--- config.mk ---
export PLATFORM = sky130hd
export DESIGN_NAME = serial_ripple_adder
export DESIGN_NICKNAME = d
export VERILOG_FILES = /design/src/rtl/adder_pkg.sv /design/src/rtl/carry_digit_adder.sv /design/src/rtl/serial_ripple_adder.sv
export SDC_FILE = /design/constraint.sdc
export NUM_CORES = 1
export LEC_CHECK = 0
export ABC_AREA = 1
export BUFFER_PORTS_ARGS = -buffer_cell sky130_fd_sc_hd__buf_4
export CORE_AREA = 2 2 70 72
export DETAILED_ROUTE_END_ITERATION = 7
export DIE_AREA = 0 0 72 74
export GPL_TIMING_DRIVEN = 0
export PLACE_DENSITY = 0.78
export SYNTH_ARGS = -nofsm -noshare
export SYNTH_HDL_FRONTEND = slang
export SYNTH_HIERARCHICAL = 1
export SYNTH_SLANG_ARGS = --single-unit
--- constraint.sdc ---
create_clock -name clk -period 3.3 [get_ports clk]
set_clock_uncertainty 0.05 [all_clocks]
set_input_delay 0.66 -clock clk [delete_from_list [all_inputs] [get_ports clk]]
set_output_delay 0.66 -clock clk [all_outputs]
set_load 0.01 [all_outputs]
--- src/rtl/adder_pkg.sv ---
// Shared types and sizing helpers for the serial ripple-carry adder family.
package adder_pkg;

  typedef enum logic [1:0] {
    IDLE = 2'd0,
    RUN  = 2'd1,
    DONE = 2'd2
  } state_e;

  function automatic int calc_ndig(input int width, input int digit);
    return width / digit;
  endfunction

  // A single-digit configuration still needs a 1-bit counter to keep port widths legal.
  function automatic int calc_cnt_w(input int width, input int digit);
    int n;
    n = width / digit;
    return (n > 32'sd1) ? $clog2(n) : 32'sd1;
  endfunction

endpackage

--- src/rtl/carry_digit_adder.sv ---
// Combinational DIGIT-bit ripple-carry adder built from full_add cells,
// structured like the full_sub / ripple-borrow subtractor.
module full_add (
  input  logic a,
  input  logic b,
  input  logic ci,
  output logic s,
  output logic co
);
  assign s  = a ^ b ^ ci;
  assign co = (a & b) | (ci & (a ^ b));
endmodule

module carry_digit_adder #(
  parameter int DIGIT = 4
) (
  input  logic [DIGIT-1:0] a_d,
  input  logic [DIGIT-1:0] b_d,
  input  logic             c_in,
  output logic [DIGIT-1:0] s_d,
  output logic             c_out
);
  logic [DIGIT:0] c_s;

  assign c_s[0] = c_in;
  assign c_out  = c_s[DIGIT];

  for (genvar i = 0; i < DIGIT; i++) begin : g_bit
    full_add u_fa (
      .a  (a_d[i]),
      .b  (b_d[i]),
      .ci (c_s[i]),
      .s  (s_d[i]),
      .co (c_s[i+1])
    );
  end
endmodule

--- src/rtl/serial_ripple_adder.sv ---
// Multi-cycle adder: adds DIGIT bits per clock, carrying between digits in a
// flip-flop, with valid/ready handshakes on both sides.
module serial_ripple_adder
  import adder_pkg::*;
#(
  parameter int WIDTH = 16,
  parameter int DIGIT = 4
) (
  input  logic             clk,
  input  logic             rst_n,
  input  logic             in_valid,
  output logic             in_ready,
  input  logic [WIDTH-1:0] a,
  input  logic [WIDTH-1:0] b,
  input  logic             cin,
  output logic             out_valid,
  input  logic             out_ready,
  output logic [WIDTH-1:0] sum,
  output logic             cout
);
  localparam int NDIG = calc_ndig(WIDTH, DIGIT);
  localparam int CW   = calc_cnt_w(WIDTH, DIGIT);
  localparam logic [CW-1:0] LAST = CW'(NDIG - 1);

  state_e           state_r;
  logic [CW-1:0]    cnt_r;
  logic             carry_r;
  logic [WIDTH-1:0] a_sh_r;
  logic [WIDTH-1:0] b_sh_r;
  logic [WIDTH-1:0] res_r;
  logic             in_ready_r;
  logic             out_valid_r;
  logic [WIDTH-1:0] res_nxt_s;
  logic [DIGIT-1:0] dsum_s;
  logic             dcarry_s;

  carry_digit_adder #(.DIGIT(DIGIT)) u_cda (
    .a_d   (a_sh_r[DIGIT-1:0]),
    .b_d   (b_sh_r[DIGIT-1:0]),
    .c_in  (carry_r),
    .s_d   (dsum_s),
    .c_out (dcarry_s)
  );

  // Digit sums enter at the top, so after NDIG steps digit 0 sits at the LSB.
  if (DIGIT == WIDTH) begin : g_single
    assign res_nxt_s = dsum_s;
  end else begin : g_multi
    assign res_nxt_s = {dsum_s, res_r[WIDTH-1:DIGIT]};
  end

  // Control FSM with datapath registers and registered handshake outputs.
  always_ff @(posedge clk or negedge rst_n) begin
    if (!rst_n) begin
      state_r     <= IDLE;
      cnt_r       <= '0;
      carry_r     <= 1'b0;
      a_sh_r      <= '0;
      b_sh_r      <= '0;
      res_r       <= '0;
      in_ready_r  <= 1'b1;
      out_valid_r <= 1'b0;
    end else begin
      case (state_r)
        IDLE: begin
          if (in_valid) begin
            a_sh_r     <= a;
            b_sh_r     <= b;
            carry_r    <= cin;
            cnt_r      <= '0;
            in_ready_r <= 1'b0;
            state_r    <= RUN;
          end
        end
        RUN: begin
          res_r   <= res_nxt_s;
          carry_r <= dcarry_s;
          a_sh_r  <= a_sh_r >> DIGIT;
          b_sh_r  <= b_sh_r >> DIGIT;
          cnt_r   <= cnt_r + CW'(1);
          if (cnt_r == LAST) begin
            out_valid_r <= 1'b1;
            state_r     <= DONE;
          end
        end
        DONE: begin
          if (out_ready) begin
            out_valid_r <= 1'b0;
            in_ready_r  <= 1'b1;
            state_r     <= IDLE;
          end
        end
        default: begin
          in_ready_r  <= 1'b1;
          out_valid_r <= 1'b0;
          state_r     <= IDLE;
        end
      endcase
    end
  end

  assign in_ready  = in_ready_r;
  assign out_valid = out_valid_r;
  assign sum       = res_r;
  assign cout      = carry_r;

endmodule

Word-level counts from Yosys, hierarchy flattened. Cells that the tools add are included.

Register bits after elaboration: 55. Bits of input ports: 37. Word-level logic and storage cells: 61. Output and inout port bits: 19.

Muxes and demuxes: 18. Reductions and logical operators: 6. Add/sub/neg operators: 1. Bitwise logic cells: 22. Eq/ne operators: 6.

Operators by type and width (number): 16-bit case mux with 2 select lines (2); 16-bit 2-to-1 mux (2); 3-bit AND reduction (3); 1-bit bitwise AND (8); 2-bit 2-to-1 mux (4); 1-bit bitwise XOR (8); 2-bit inequality test, second input constant (3); 1-bit case mux with 3 select lines (2); 2-bit case mux with 3 select lines (1); 1-bit 2-to-1 mux (5); 2-bit == test, second input constant (2); 1-bit bitwise OR (4); 2-bit case mux with 2 select lines (1); 2-bit by 1-bit adder with 2-bit output, second input constant (1); 2-bit by 1-bit == test with 1-bit output, second input constant (1); 2-bit logical NOT (1); 1-bit inverter (2); 1-bit case mux with 2 select lines (1); 2-bit AND reduction (1); 2-bit nonzero test (1).

Longest topological paths before layout. Gate-level depths: netlist of run 1.

Word-level depth: 10. Gate-level depth with buffers: 6. Gate-level depth less buffers: 6.

Hierarchy. Netlist of run 1, hierarchy kept.

By module, submodules not included: serial_ripple_adder (area an instance 2467.4 um^2, times used 1, cells each 262, seq. area each 1377.6 um^2); full_add (area an instance 20.0 um^2, times used 4, cells each 1, seq. area each 0.0 um^2).

Least setup slack after synthesis of run 1. Ideal clock, no wire load.

Kind: register to register. Start: reg a_sh_r[0]. End: reg res_r[15] (netlist: sum[15]). Clock period less this slack: 2260 ps. Stages on the path, launching flop included: 7. Buffers on the path: 0. Data required time: 3133 ps. Path slack: 1040 ps. Arrival time: 2093 ps. Library setup time: 117 ps. Cells stage by stage: dfrtp_1 fa_1 fa_1 fa_1 fa_1 nand2_1 nand2_1.

Cells in the longest elaborated chain, start to end: 8. Elaborated cells between the ends (all ways): 9. Classes of those cells: bitwise (9).

RTL lines: start: declaration (line serial_ripple_adder.sv:28) `logic [WIDTH-1:0] a_sh_r;`; start signal: assignment (line serial_ripple_adder.sv:78) `a_sh_r <= a_sh_r >> DIGIT;`; 1-bit bitwise XOR (line carry_digit_adder.sv:11) `assign co = (a & b) | (ci & (a ^ b));`; 1-bit bitwise AND (line carry_digit_adder.sv:11); 1-bit bitwise OR * (line carry_digit_adder.sv:11); via u_cda.c_s[1] (line carry_digit_adder.sv:23) `logic [DIGIT:0] c_s;`; 1-bit bitwise AND * (line carry_digit_adder.sv:11); 1-bit bitwise OR * (line carry_digit_adder.sv:11); via u_cda.c_s[2] (line carry_digit_adder.sv:23); 1-bit bitwise AND * (line carry_digit_adder.sv:11); 1-bit bitwise OR * (line carry_digit_adder.sv:11); via u_cda.c_s[3] (line carry_digit_adder.sv:23); 1-bit bitwise XOR * (line carry_digit_adder.sv:10) `assign s = a ^ b ^ ci;`; via dsum_s[3] (line serial_ripple_adder.sv:34) `logic [DIGIT-1:0] dsum_s;`; end signal: assignment (line serial_ripple_adder.sv:76) `res_r <= res_nxt_s;`; end: declaration (line serial_ripple_adder.sv:30) `logic [WIDTH-1:0] res_r;`.

The timed path passes the listed nets; every way through them passes the cells marked *. A chain may end at the register's enable or synchronous reset.

Final worst setup path of run 1. Same ends and word-level chain as after synthesis.

==> out/results.ini, run 1 <==
[final_layout]
insertedDiodeCount=0
drive_gt1_share_pct=28.0
layout.nets=369
area_growth_pct=23.2

[logic_synthesis]
netlist_area_um2=2550
syn_avg_cell_area_um2=9.58
yosys.cell_types.count=22
syn-num-nets=308
yosysSeqAreaShare_pct=54.1
yosysTopAreaCell=dfrtp_1
yosys_register_bits=55
synthCells=266
synth_warnings=6
synth_area_leaders=dfrtp_1, nand3_1, nand2_1
yosys.area.top_type_share_pct=53.0

[timing]
report.final.hold_viol_count=0
grt_setup_unrepaired=false
period_share_pct=71.5
slew_headroom_pct=54.4
finalSetupTns_ns=0
fin_ws_ns=0.941
tightest_slew_ns=0.683
report.final.slew_viol_count=0
timing.fmax_mhz=424
finalSetupViolCount=0
finalCriticalPeriod_ns=2.36

[routing]
first_pass_iters=4
viasPerCell=5.56
drc=0
detail_route.wl_per_cell_um=15.2
drt-total-wl_mm=5.79
drtIter0Drc=129
vias=2124
final_antenna_net_count=0

[clock_tree]
cts_buffers=5
cts_max_path_buffers=2
ctsHtreeMaxLevel=2
postCtsSetupBuffers=0
clk_pin_slew_worst_paths_ns=0.10
cts.sink_count=55
cts_tree=done
cts_resized=0
postCtsHoldBufs=0
cts-root-buf=clkbuf_8
worstSkewPairLatency_ns=0.31

[placed_design]
pre_cts_ws_ns=0.954
hpwl_mm=4.12
routabilityCongestion=0.831
io_buffers=54

[setup_path]
r2r_start=a_sh_r[0]
critical_path.max_fanout=2
cp-start-kind=flip-flop
crit_path_start=a_sh_r[0]
cp.required_ns=3.46
r2r-end=sum[15]
ff2ff_setup_slack_ns=0.94
critPathKind=flip-flop to flip-flop
end_kind=flip-flop
reg2regPathDepth=6
cp.arrival_ns=2.52

[grt]
gr-total-overflow=0
grt_pass1_wl_mm=9.75
antenna_found_initial=0
grt_max_degree=56
grt_pass1_vias=1996
grt.total_usage_pct=24.2

[power_and_ir_drop]
total_power_mw=2.95
power.density_nw_per_um2=940
ir_drop_mv=0.427
p_leak_nw=1.60

[floorplan]
die_h_um=74
io_pins=56
core_um2=4600
die_x_um=72
rows=25
fp.dieArea_um2=5330
initial_core_util_pct=55.4

[min_path]
min_path_type=input pin to async pin

[job]
maxCapViolCount=0

[run_status]
status=completed

registers in the layout, indices dropped and copies added, names as in the netlist:
signal / flops
a_sh_r: 16
b_sh_r: 16
cnt_r: 2
cout: 1
in_ready: 1
out_valid: 1
state_r: 2
sum: 16
cell usage after synthesis (all sizes together):
library cell	n
ha	1
inv	9
nor2	2
dfstp	1
fa	4
o22ai	1
nand2	76
buf	18
dfrtp	54
a21oi	1
o31ai	1
nand4	15
o21ai	12
nand3	71
kinds of logic (layout without fill, tap and decap cells):
logic type      Yosys count  count (layout)  synth area share, %
flops                    55              55                 54.1
simple gates            164             164                 30.8
buf+inv                  27              89                 7.66
compound gates           15              15                 3.83
fa+ha+maj                 5               5                 3.63
area by class of cell:
cell class / count / area, µm²
plain buffers: 18 / 154
clock buffers: 6 / 82.6
clock inverters: 2 / 35.0
fillers: 379 / 1460
inverters: 9 / 41.3
multi-input cells: 184 / 975
flip-flops and latches: 55 / 1380
well taps: 54 / 67.6
repair buffers: 54 / 405
how the worst max path moves through the flow:
stage	to	slack, ns	cells past startpoint
3_5_place_dp	sum[15]	0.95	6
6_report	sum[15]	0.94	6
3_3_place_gp	sum[15]	0.95	6
2_1_floorplan	sum[15]	1.04	6
4_1_cts	sum[15]	0.94	6
5_1_grt	sum[15]	0.85	6
layer usage:
| layer | part of all wire (%) | wire length, µm | up-vias | track usage (%) |
|---|---|---|---|---|
| li1 | - | - | 1026 | - |
| met1 | 44 | 2530 | 1022 | 33.8 |
| met2 | 49 | 2840 | 69 | 40.1 |
| met3 | 6.0 | 347 | 7 | 3.52 |
| met4 | 1.2 | 71 | 0 | 6.92 |
| met5 | 0 | 0 | - | 0 |
cells in the final DEF, fill, tap and decap left out, types with 2 or more instances in the layout:
cell type  netlist  routed
dfrtp_1         54      54
nand4_1         15      15
fa_1             4       4
nand3_1         71      71
inv_1            7       7
o21ai_0          5       5
o21ai_1          2       2
nand2_1         74      74
buf_2            3       3
clkbuf_8         0       6
buf_6            7       7
o21ai_2          5       5
buf_4            8      62
nand2_8          2       2
where the power goes:
part           switching (mW)  internal (mW)
logic                   0.795          0.576
clock network           0.218          0.246
registers               0.169          0.947
metrics by stage:
step / cells / utilization [%] / cell area (µm²) / hold WS (ns)
floorplan: 266 / - / 2550 / 0.314
global placement: 374 / 65.7 / 3020 / 0.406
detailed placement: 374 / 65.7 / 3020 / 0.414
CTS: 382 / 68.2 / 3140 / 0.359
global route: 382 / 68.2 / 3140 / 0.391
finish: 382 / 68.2 / 3140 / 0.330
critical path: stages (launching register included):
cell and delay, ns:
dfrtp_1 0.42, fa_1 0.44, fa_1 0.40, fa_1 0.40, fa_1 0.43, nand2_1 0.07
nand2_1 0.05
No activity file was read; power rests on OpenSTA's default activity.
==> inputs of run 2 (changes only) <==
CORE_AREA = 2 2 72 74   (was 2 2 70 72)
DIE_AREA = 0 0 74 76   (was 0 0 72 74)
PLACE_DENSITY = 0.74   (was 0.78)
clock period = 2.3 ns   (was 3.3 ns; I/O delays follow)
==> out/results.ini, run 2 (synthesis gave the netlist of run 1 again) <==
[setup_path]
crit_path_frequent_cell=fa_2
r2r-end=sum[15]
cp-start-kind=flip-flop
critical_path.max_fanout=2
crit_slowest_cell=dfrtp_1
end_kind=flip-flop
cp.arrival_ns=2.38
reg2regPathDepth=6
cp.required_ns=2.47
max_stage_delay_ns=0.43
r2r_start=a_sh_r[0]
cp.depth=6
critical_path.top_delay_family=adder cells
crit_path_start=a_sh_r[0]
path_cells=fa_2 -> fa_2 -> fa_2 -> fa_1 -> nand2_1 -> nand2_1
crit_end=sum[15]
crit_buf_inv=0
critPathKind=flip-flop to flip-flop
ff2ff_setup_slack_ns=0.09

[power_and_ir_drop]
p_leak_nw=1.59
ir_drop_mv=0.790
power.density_nw_per_um2=1340

[clock_tree]
cts.sink_count=55
worstSkewPairLatency_ns=0.31
cts_buffers=5
postCtsSetupBuffers=0
cts_max_path_buffers=2
clk_pin_slew_worst_paths_ns=0.10
cts_tree=done
cts-root-buf=clkbuf_8
ctsHtreeMaxLevel=2

[placed_design]
hpwl_mm=4.11
dpl-instance-area_um2=3040
routabilityCongestion=0.805
io_buffers=54

[timing]
slew_headroom_pct=54.3
period_share_pct=96.2
report.final.slew_viol_count=0
report.final.hold_viol_count=0
finalSetupViolCount=0
grt_setup_unrepaired=false
worst_hold_slack_ns=0.141
timing.fmax_mhz=452
finalCriticalPeriod_ns=2.21
tightest_slew_ns=0.686

[routing]
drt-total-wl_mm=5.88
first_pass_iters=4
viasPerCell=5.30
drtIter0Drc=148
vias=2108
detail_route.wl_per_cell_um=14.8
drc=0
final_antenna_net_count=0

[grt]
grt.total_usage_pct=22.9
grt_pass1_wl_mm=9.95
grt_pass1_vias=2150
antenna_found_initial=0
gr-total-overflow=0
grt_max_degree=56

[final_layout]
layout.nets=369
layout_common_cells=nand2_1, nand3_1, buf_4, dfrtp_1, nand4_1
drive_gt1_share_pct=29.0
area_growth_pct=24.3
insertedDiodeCount=0
layout_commonest_cell=nand2_1
design_area_um2=3170

[floorplan]
core_um2=4910
rows=26
fp.dieArea_um2=5620
initial_core_util_pct=51.9
io_pins=56
die_x_um=74
die_h_um=76

[run_status]
status=completed

[job]
maxCapViolCount=0

[min_path]
min_path_type=input pin to async pin

-- run 2: changes by cell type in the layout (fill, tap and decap cells not counted) --
cell and change:
fa_1 -3, fa_2 +3
-- run 2: worst min-delay path by stage --
stage	end	slack, ns	cells after the start
3_5_place_dp	sum[1]	0.42	2
4_1_cts	a_sh_r[14]	0.16	1
2_1_floorplan	a_sh_r[0]	0.11	0
5_1_grt	sum[12]	0.19	1
6_report	sum[12]	0.14	1
3_3_place_gp	in_ready	0.40	2
-- run 2: final cells by class --
cell class              instances  area [µm²]
plain buffers                  18         154
clock buffers                   6        82.6
clock inverters                 2        35.0
fillers                       436        1750
inverters                       9        41.3
multi-input cells             184         982
flip-flops and latches         55        1380
well taps                      70        87.6
repair buffers                 54         405
-- run 2: metrics by stage --
step / total power [mW] / setup WS, ns / util [%] / std cells / TNS, ns
final: 4.25 / 0.0876 / 64.4 / 398 / 0
after global routing: 4.60 / 0.0324 / 64.4 / 398 / 0
after CTS: 4.28 / 0.0335 / 64.4 / 398 / 0
after detailed placement: 3.60 / -0.0370 / 61.9 / 390 / -0.0591
after global placement: 3.55 / -0.0353 / 61.9 / 390 / -0.0624
after floorplan: 2.93 / 0.0400 / - / 266 / 0
-- run 2: where the power goes --
part / switching, mW / internal [mW]
Combinational: 1.14 / 0.833
Clock: 0.319 / 0.353
Sequential: 0.246 / 1.36
Total: 1.71 / 2.54
-- run 2: timing repair --
action | 4_1_cts | 5_1_grt
setup endpoints to repair | 2 | 2
resized for setup | 2 | 1
hold buffers | 0 | 0
-- run 2: layer usage --
layer	part of all wire (%)	GRT usage, %	up-vias
li1	-	-	1025
met1	44	30.7	1008
met2	49	36.7	69
met3	5.6	4.50	6
met4	1.2	8.18	0
met5	0	0	-
==> inputs of run 3 (changes only) <==
REMOVE_ABC_BUFFERS = 1   (was not set)
TNS_END_PERCENT = 20   (was not set)
==> out/results.ini, run 3 (synthesis gave the netlist of run 1 again) <==
[timing]
worst_hold_slack_ns=0.130
slew_headroom_pct=55.0
tightest_slew_ns=0.675
report.final.slew_viol_count=0
fin_ws_ns=0.0573
finalCriticalPeriod_ns=2.24
period_share_pct=97.5
timing.fmax_mhz=446
finalSetupViolCount=0
report.final.hold_viol_count=0

[floorplan]
core_um2=4910
initial_core_util_pct=51.9
fp.dieArea_um2=5620
die_h_um=76
io_pins=56
rows=26
die_x_um=74

[final_layout]
layout.nets=353
layout_commonest_cell=nand2_1
drive_gt1_share_pct=25.3
area_growth_pct=17.5
fillerInstances=462
layout_common_cells=nand2_1, nand3_1, buf_4, dfrtp_1, nand4_1
final_cells=382
insertedDiodeCount=0
design_area_um2=2990

[routing]
vias=2016
drt-total-wl_mm=5.08
drc=0
final_antenna_net_count=0
drtIter0Drc=149
viasPerCell=5.28
detail_route.wl_per_cell_um=13.3
first_pass_iters=4

[setup_path]
critPathKind=flip-flop to flip-flop
cp.required_ns=2.49
cp.arrival_ns=2.44
end_kind=flip-flop
critical_path.max_fanout=2
cp-start-kind=flip-flop

[power_and_ir_drop]
ir_drop_mv=0.886
p_leak_nw=1.50
power.density_nw_per_um2=1260

[placed_design]
pre_cts_ws_ns=-0.0823
routabilityCongestion=0.799
dp_cells=373
io_buffers=55
dpl-instance-area_um2=2890
hpwl_mm=3.21

[grt]
grt.total_usage_pct=19.0
grt_max_degree=56
grt_pass1_wl_mm=8.47
gr-total-overflow=0
grt_pass1_vias=1862
antenna_found_initial=0

[clock_tree]
ctsHtreeMaxLevel=2
cts_max_path_buffers=2
postCtsHoldBufs=0
cts.sink_count=55
cts_buffers=5
cts-root-buf=clkbuf_8
clk_pin_slew_worst_paths_ns=0.09
worstSkewPairLatency_ns=0.30
cts_tree=done

[min_path]
min_path_type=input pin to async pin

[run_status]
status=completed

[job]
maxCapViolCount=0

-- run 3: stage by stage --
stage | setup TNS (ns) | utilization [%] | power, mW
final | 0 | 60.9 | 3.77
after global routing | -0.00358 | 60.9 | 4.08
after CTS | 0 | 60.7 | 3.78
after detailed placement | -0.144 | 58.9 | 3.27
after global placement | -0.0332 | 58.9 | 3.21
after floorplan | 0 | - | 2.66
-- run 3: metal layers --
metal	up-vias	global-route usage (%)	part of all wire, %
li1	993	-	-
met1	962	28.3	45
met2	59	29.1	49
met3	2	4.10	5.4
met4	0	3.27	0.41
met5	-	0	0
-- run 3: worst paths after layout --
path,start,to,slack (ns),depth (start not counted)
worst min register to register,in_ready,in_ready,0.42,2
worst min-delay path,rst_n,sum[3],0.13,1
worst max register to register,b_sh_r[0],sum[15],0.06,6
min in group clk,a[12],a_sh_r[12],0.29,3
worst max-delay path,b_sh_r[0],sum[15],0.06,6
max in group asynchronous,rst_n,a_sh_r[11],1.62,1
-- run 3: area by class of cell --
class | count | area [µm²] | area share, %
multi-input combinational | 184 | 982 | 32.8
clock inverter | 3 | 15.0 | 0.502
tap | 70 | 87.6 | 2.93
inverter | 9 | 41.3 | 1.38
sequential | 55 | 1380 | 46.0
clock buffer | 5 | 68.8 | 2.30
timing repair buffer | 56 | 420 | 14.0
-- run 3: repair_timing --
action                     in CTS  in global routing
resized for setup               2                  1
setup endpoints to repair       2                  2
setup buffers                   0                  1
pin swaps                       1                  0
-- run 3: critical path: stages (launching register included) --
cell and delay (ns):
dfrtp_1 0.42, fa_2 0.41, fa_2 0.36, fa_2 0.34, fa_1 0.48, nand2_1 0.05
nand2_1 0.07
-- run 3: report_power, final --
part	leakage (nW)	total (mW)	switching, mW	internal, mW
Clock	0.0477	0.507	0.298	0.209
Sequential	0.707	1.63	0.273	1.36
Combinational	0.742	1.63	1.00	0.628
Total	1.50	3.77	1.57	2.19
